**config.mk**
```make
export PLATFORM = sky130hd
export DESIGN_NAME = rc4_stream_xor
export DESIGN_NICKNAME = d
export VERILOG_FILES = /design/src/rtl/rc4_stream_xor.sv
export SDC_FILE = /design/constraint.sdc
export NUM_CORES = 1
export LEC_CHECK = 0
export BUFFER_PORTS_ARGS = -buffer_cell sky130_fd_sc_hd__buf_4
export CORE_MARGIN = 1.5
export CORE_UTILIZATION = 45
export DETAILED_ROUTE_END_ITERATION = 8
export RECOVER_POWER = 25
export SYNTH_ARGS = -nofsm -noshare
export SYNTH_HDL_FRONTEND = slang
export SYNTH_SLANG_ARGS = --single-unit
```
**constraint.sdc**
```tcl
create_clock -name clk -period 4.8 [get_ports clk]
set_input_delay 0.24 -clock clk [delete_from_list [all_inputs] [get_ports clk]]
set_output_delay 0.24 -clock clk [all_outputs]
set_load 0.02 [all_outputs]
```
**src/rtl/rc4_stream_xor.sv**
```systemverilog
// RC4 keystream consumer: buffers keystream bytes and XORs them onto host data,
// one byte per handshake, with an optional drop-N discard after each start.
module rc4_stream_xor #(
  parameter int unsigned KS_DEPTH = 8,
  parameter int unsigned DROP_N   = 0,
  parameter int unsigned LEN_W    = 16
) (
  input  logic                      clk,
  input  logic                      rst_n,
  input  logic                      start,
  input  logic [LEN_W-1:0]          msg_len,
  input  logic                      ks_valid,
  input  logic [7:0]                ks_data,
  output logic                      ks_ready,
  input  logic                      din_valid,
  input  logic [7:0]                din_data,
  output logic                      din_ready,
  output logic                      dout_valid,
  output logic [7:0]                dout_data,
  input  logic                      dout_ready,
  output logic                      busy,
  output logic                      done,
  output logic [$clog2(KS_DEPTH):0] ks_level
);

  localparam int unsigned AW     = $clog2(KS_DEPTH);
  localparam int unsigned LVL_W  = AW + 1;
  localparam int unsigned DROP_W = (DROP_N > 0) ? $clog2(DROP_N + 1) : 1;
  localparam logic [LVL_W-1:0] LVL_FULL = LVL_W'(KS_DEPTH);

  typedef enum logic [1:0] {
    S_IDLE = 2'd0,
    S_DROP = 2'd1,
    S_RUN  = 2'd2,
    S_FIN  = 2'd3
  } state_t;

  state_t              state_q;
  state_t              state_d;
  logic [LEN_W-1:0]    rem_in_q;
  logic [LEN_W-1:0]    rem_ks_q;
  logic [DROP_W-1:0]   drop_cnt_q;
  logic [7:0]          ks_mem [KS_DEPTH];
  logic [AW-1:0]       wr_ptr_q;
  logic [AW-1:0]       rd_ptr_q;
  logic [LVL_W-1:0]    level_q;

  logic start_ok;
  logic ks_fire;
  logic ks_push;
  logic drop_fire;
  logic din_fire;
  logic dout_fire;

  assign start_ok  = start && (state_q == S_IDLE);
  assign ks_fire   = ks_valid && ks_ready;
  assign ks_push   = ks_fire && (state_q == S_RUN);
  assign drop_fire = ks_fire && (state_q == S_DROP);
  assign din_fire  = din_valid && din_ready;
  assign dout_fire = dout_valid && dout_ready;
  assign ks_level  = level_q;

  // State register
  always_ff @(posedge clk) begin
    if (!rst_n) begin
      state_q <= S_IDLE;
    end else begin
      state_q <= state_d;
    end
  end

  // Next-state logic
  always_comb begin
    state_d = state_q;
    case (state_q)
      S_IDLE: begin
        if (start) begin
          if (DROP_N > 0) begin
            state_d = S_DROP;
          end else if (msg_len == '0) begin
            state_d = S_FIN;
          end else begin
            state_d = S_RUN;
          end
        end
      end
      S_DROP: begin
        if (drop_fire && (drop_cnt_q == DROP_W'(1))) begin
          state_d = (rem_in_q == '0) ? S_FIN : S_RUN;
        end
      end
      S_RUN: begin
        // Last byte already accepted; leave once it has been handed downstream.
        if ((rem_in_q == '0) && dout_fire) begin
          state_d = S_FIN;
        end
      end
      S_FIN: begin
        state_d = S_IDLE;
      end
      default: begin
        state_d = S_IDLE;
      end
    endcase
  end

  // Handshake and status outputs decoded from state
  always_comb begin
    ks_ready  = 1'b0;
    din_ready = 1'b0;
    busy      = 1'b0;
    done      = 1'b0;
    case (state_q)
      S_IDLE: begin
        busy = 1'b0;
      end
      S_DROP: begin
        busy     = 1'b1;
        ks_ready = 1'b1;
      end
      S_RUN: begin
        busy      = 1'b1;
        ks_ready  = (level_q < LVL_FULL) && (rem_ks_q != '0);
        din_ready = (level_q != '0) && (rem_in_q != '0) && (!dout_valid || dout_ready);
      end
      S_FIN: begin
        busy = 1'b1;
        done = 1'b1;
      end
      default: begin
        busy = 1'b0;
      end
    endcase
  end

  // Message counters and FIFO bookkeeping
  always_ff @(posedge clk) begin
    if (!rst_n) begin
      rem_in_q   <= '0;
      rem_ks_q   <= '0;
      drop_cnt_q <= '0;
      wr_ptr_q   <= '0;
      rd_ptr_q   <= '0;
      level_q    <= '0;
    end else if (start_ok) begin
      rem_in_q   <= msg_len;
      rem_ks_q   <= msg_len;
      drop_cnt_q <= DROP_W'(DROP_N);
      wr_ptr_q   <= '0;
      rd_ptr_q   <= '0;
      level_q    <= '0;
    end else begin
      if (drop_fire) begin
        drop_cnt_q <= drop_cnt_q - DROP_W'(1);
      end
      if (ks_push) begin
        wr_ptr_q <= wr_ptr_q + AW'(1);
        rem_ks_q <= rem_ks_q - LEN_W'(1);
      end
      if (din_fire) begin
        rd_ptr_q <= rd_ptr_q + AW'(1);
        rem_in_q <= rem_in_q - LEN_W'(1);
      end
      case ({ks_push, din_fire})
        2'b10:   level_q <= level_q + LVL_W'(1);
        2'b01:   level_q <= level_q - LVL_W'(1);
        default: level_q <= level_q;
      endcase
    end
  end

  // Keystream storage; contents are don't-care once pointers are cleared
  always_ff @(posedge clk) begin
    if (ks_push) begin
      ks_mem[wr_ptr_q] <= ks_data;
    end
  end

  // Output byte register, held while downstream stalls
  always_ff @(posedge clk) begin
    if (!rst_n) begin
      dout_valid <= 1'b0;
      dout_data  <= 8'h00;
    end else if (din_fire) begin
      dout_valid <= 1'b1;
      dout_data  <= din_data ^ ks_mem[rd_ptr_q];
    end else if (dout_fire) begin
      dout_valid <= 1'b0;
    end
  end

endmodule

```
==> out/results.txt <==
Diode count = 0
Vias = 3827
Clock latency on the worst-skew pair = 0.41 ns
Final Hold Viols = 0
Worst Hold Class = input pin to flip-flop
Syn nets = 509
Status = completed
Pin count of the biggest net entering global routing = 31
Max frequency = 278.4 MHz
H-tree depth = 4
Number of synthesized flops with an enable pin = 64
Layout cells sized above 1 = 0.2214
Peak supply drop = 332.4 uV
Flops & latches, synth = 121
Nets@finish = 572
GRT Residual Overflow = 0
Critical Path Source Type = flip-flop
Die Y-Extent = 112.9 um
Initial Util = 0.4676
Number of vias per cell = 5.661
Fin. max-slew vios = 0
Number of top-level pins = 55
Crit Path Max Fanout = 18
PortBufs = 54
Cells along the critical path = inv_1 -> ha_1 -> or4b_2 -> nor4_2 -> o21ai_2 -> inv_1 -> ha_1 -> ha_1 -> a21o_1 -> a21oi_1 -> xnor2_1 -> or3_1 -> a21oi_1
Dpl hpwl = 8.407 mm
Post-CTS setup buffer count = 0
Worst path slowest cell = or4b_2
CTS Buf Count = 17
Antenna viol nets, final = 0
First-pass GRT wire length = 19.46 mm
Top cells by area, synth = edfxtp_1, dfxtp_1, mux4_2
Met3 Use GR = 0.05570
Slew HR = 0.3412
Most frequent cells after synthesis = edfxtp_1, dfxtp_1, a21oi_1
Met1 usage = 0.2884
Top cell by count, worst path = ha_1
CTS Root Cell = clkbuf_16
Worst reg2reg path depth = 13
Worst path arrival time = 3.93 ns
Synth Area per Inst = 11.88 um2
Top_reg_cell synth = edfxtp_1
M2 GR Usage = 0.2980
CTS tree = yes
Clock skew = 0.006219 ns
Synth area leader = edfxtp_1
DRT Pass-1 Iters = 4
Largest stage delay on the critical path = 0.61 ns
Crit path capture type = flip-flop
Cells on Worst Hold Path = 3
Max Cap Viol = 0
Yosys warns = 0
Post-CTS Resized = 0
Initial antenna violation count = 0
Initial drt markers = 312
Synth Cell Area = 5430 um2
Gate Count Post-Synth = 457
CTS Hold Buffers Added = 0
Vias in the first global route = 3691
Synth cell types = 48
Tcrit/Tclk final = 0.7484
# setup viols final = 0
Post-Route Setup TNS = 0 ns
Total global-route track usage = 0.2017
Fin crit period = 3.593 ns
Site row count = 39
Die Wd = 112.9 um
Setup CP Type = flip-flop to flip-flop
Clock-pin slew on the worst setup and hold paths = 0.06 ns
Overall routed net length = 12.09 mm
PD cells = 491.1 nW/um2
Count leader, synth = edfxtp_1
Worst hold slack = 0.1498 ns
CTS Sinks = 121
Leakage Power = 2.274 nW
DRC violation count after routing = 0
Required time of the critical path = 5.13 ns
Sequential area share after synthesis = 0.5641
Worst slew pin tran = 0.9791 ns
RSZ-0062 raised after global routing = no
Die Area = 12740 um2
WL/cell = 17.88 um
Area share of the largest cell type after synthesis = 0.3539
Most used routing layer = met2
Async SR Flop Fraction = 0
Longest Clk Path Bufs = 2
Area grow syn2layout = 20.85%
Placeable Area = 11610 um2
Gpl congestion = 0.8348
## per-stage QoR
| step | total power, mW | setup slack (ns) | utilization | instance area [um2] | instances |
|---|---|---|---|---|---|
| 3_5_place_dp | 2.009 | 1.228 | 0.5175 | 6010 | 644 |
| 2_1_floorplan | 1.809 | 1.476 | - | 5430 | 457 |
| 5_1_grt | 3.395 | 0.9213 | 0.5651 | 6563 | 676 |
| 3_3_place_gp | 1.990 | 1.334 | 0.5175 | 6010 | 644 |
| 6_report | 3.223 | 1.208 | 0.5651 | 6563 | 676 |
| 4_1_cts | 3.249 | 1.215 | 0.5677 | 6593 | 676 |
## cells in the final DEF (no fill, tap or decap), types with 2 or more instances in the layout
master and n:
or4_4 2, or4_2 3, o2111ai_1 4, clkbuf_16 18, o22ai_1 9, o21ai_0 27
ha_1 13, xor2_1 25, edfxtp_1 64, mux4_2 16, nor2b_1 2, a31oi_1 13
nor4_2 2, nor3_1 14, o31ai_1 5, nand3_1 9, nand2_1 23, dfxtp_1 57
nor4_1 11, clkbuf_1 10, or2_2 4, a21oi_1 28, nor2_1 26, a211oi_1 4
nand2b_1 5, xnor2_1 5, inv_1 17, buf_4 56, nand4_1 5, clkinvlp_4 3
o211ai_1 4, clkinv_4 3, or4_1 3, inv_6 3, or3_1 14, mux2i_1 9
## path summary, 6_finish.rpt
kind / start / end / slack, ns
worst min-delay path: din_data[2] / dout_data[2] / 0.15
worst max-delay path: rem_ks_q[1] / ks_level[3] / 1.21
worst min register to register: dout_data[3] / dout_data[3] / 0.48
worst max register to register: rem_ks_q[1] / ks_level[3] / 1.21
## power by group
group / leakage, nW / internal, mW / switching [mW] / total [mW]
Sequential: 1.04 / 1.19 / 0.0967 / 1.29
Combinational: 0.956 / 0.271 / 0.438 / 0.709
Clock: 0.276 / 0.763 / 0.464 / 1.23
Total: 2.27 / 2.23 / 0.998 / 3.22
## per-layer routing
layer,up-vias,part of all wire,wire [um]
met5,-,0,0
met4,0,0.0098,118
met3,10,0.055,664
met2,95,0.46,5501
met1,1849,0.48,5804
li1,1873,-,-
## worst max-delay path: cells and delay by family (launching register included)
kind            cells  cell delay [ns]
simple gates        3             1.17
xor+xnor            1             0.09
compound gates      4             0.68
buf+inv             2             0.50
flops               1             0.32
fa+ha+maj           3             0.76
## cell families (layout without fill, tap and decap cells)
family | Yosys count | after routing | share of synthesized area
multiplexers | 26 | 26 | 0.08502
AO/OA/AOI/OAI | 100 | 100 | 0.1134
flip-flops | 121 | 121 | 0.5641
XOR/XNOR | 30 | 30 | 0.04839
AND/OR/NAND/NOR | 129 | 129 | 0.1279
buffers and inverters | 37 | 113 | 0.02765
adder cells (fa/ha/maj) | 14 | 14 | 0.03364
## cell type report
| cell class | instances | area (um2) |
|---|---|---|
| timing repair buffer | 64 | 450.4 |
| tap | 143 | 178.9 |
| multi-input combinational | 299 | 2223 |
| clock buffer | 21 | 471.7 |
| clock inverter | 11 | 111.4 |
| sequential | 121 | 3063 |
| fill | 968 | 5051 |
| inverter | 17 | 63.81 |
## state kept, by name (all words and copies together) (netlist names), named ones only
signal / flops
wr_ptr_q: 3
rem_ks_q: 16
rd_ptr_q: 3
ks_level: 4
dout_valid: 1
drop_cnt_q: 1
dout_data: 8
state_q: 2
ks_mem: 64
rem_in_q: 16
No activity file was read; power rests on OpenSTA's default activity.
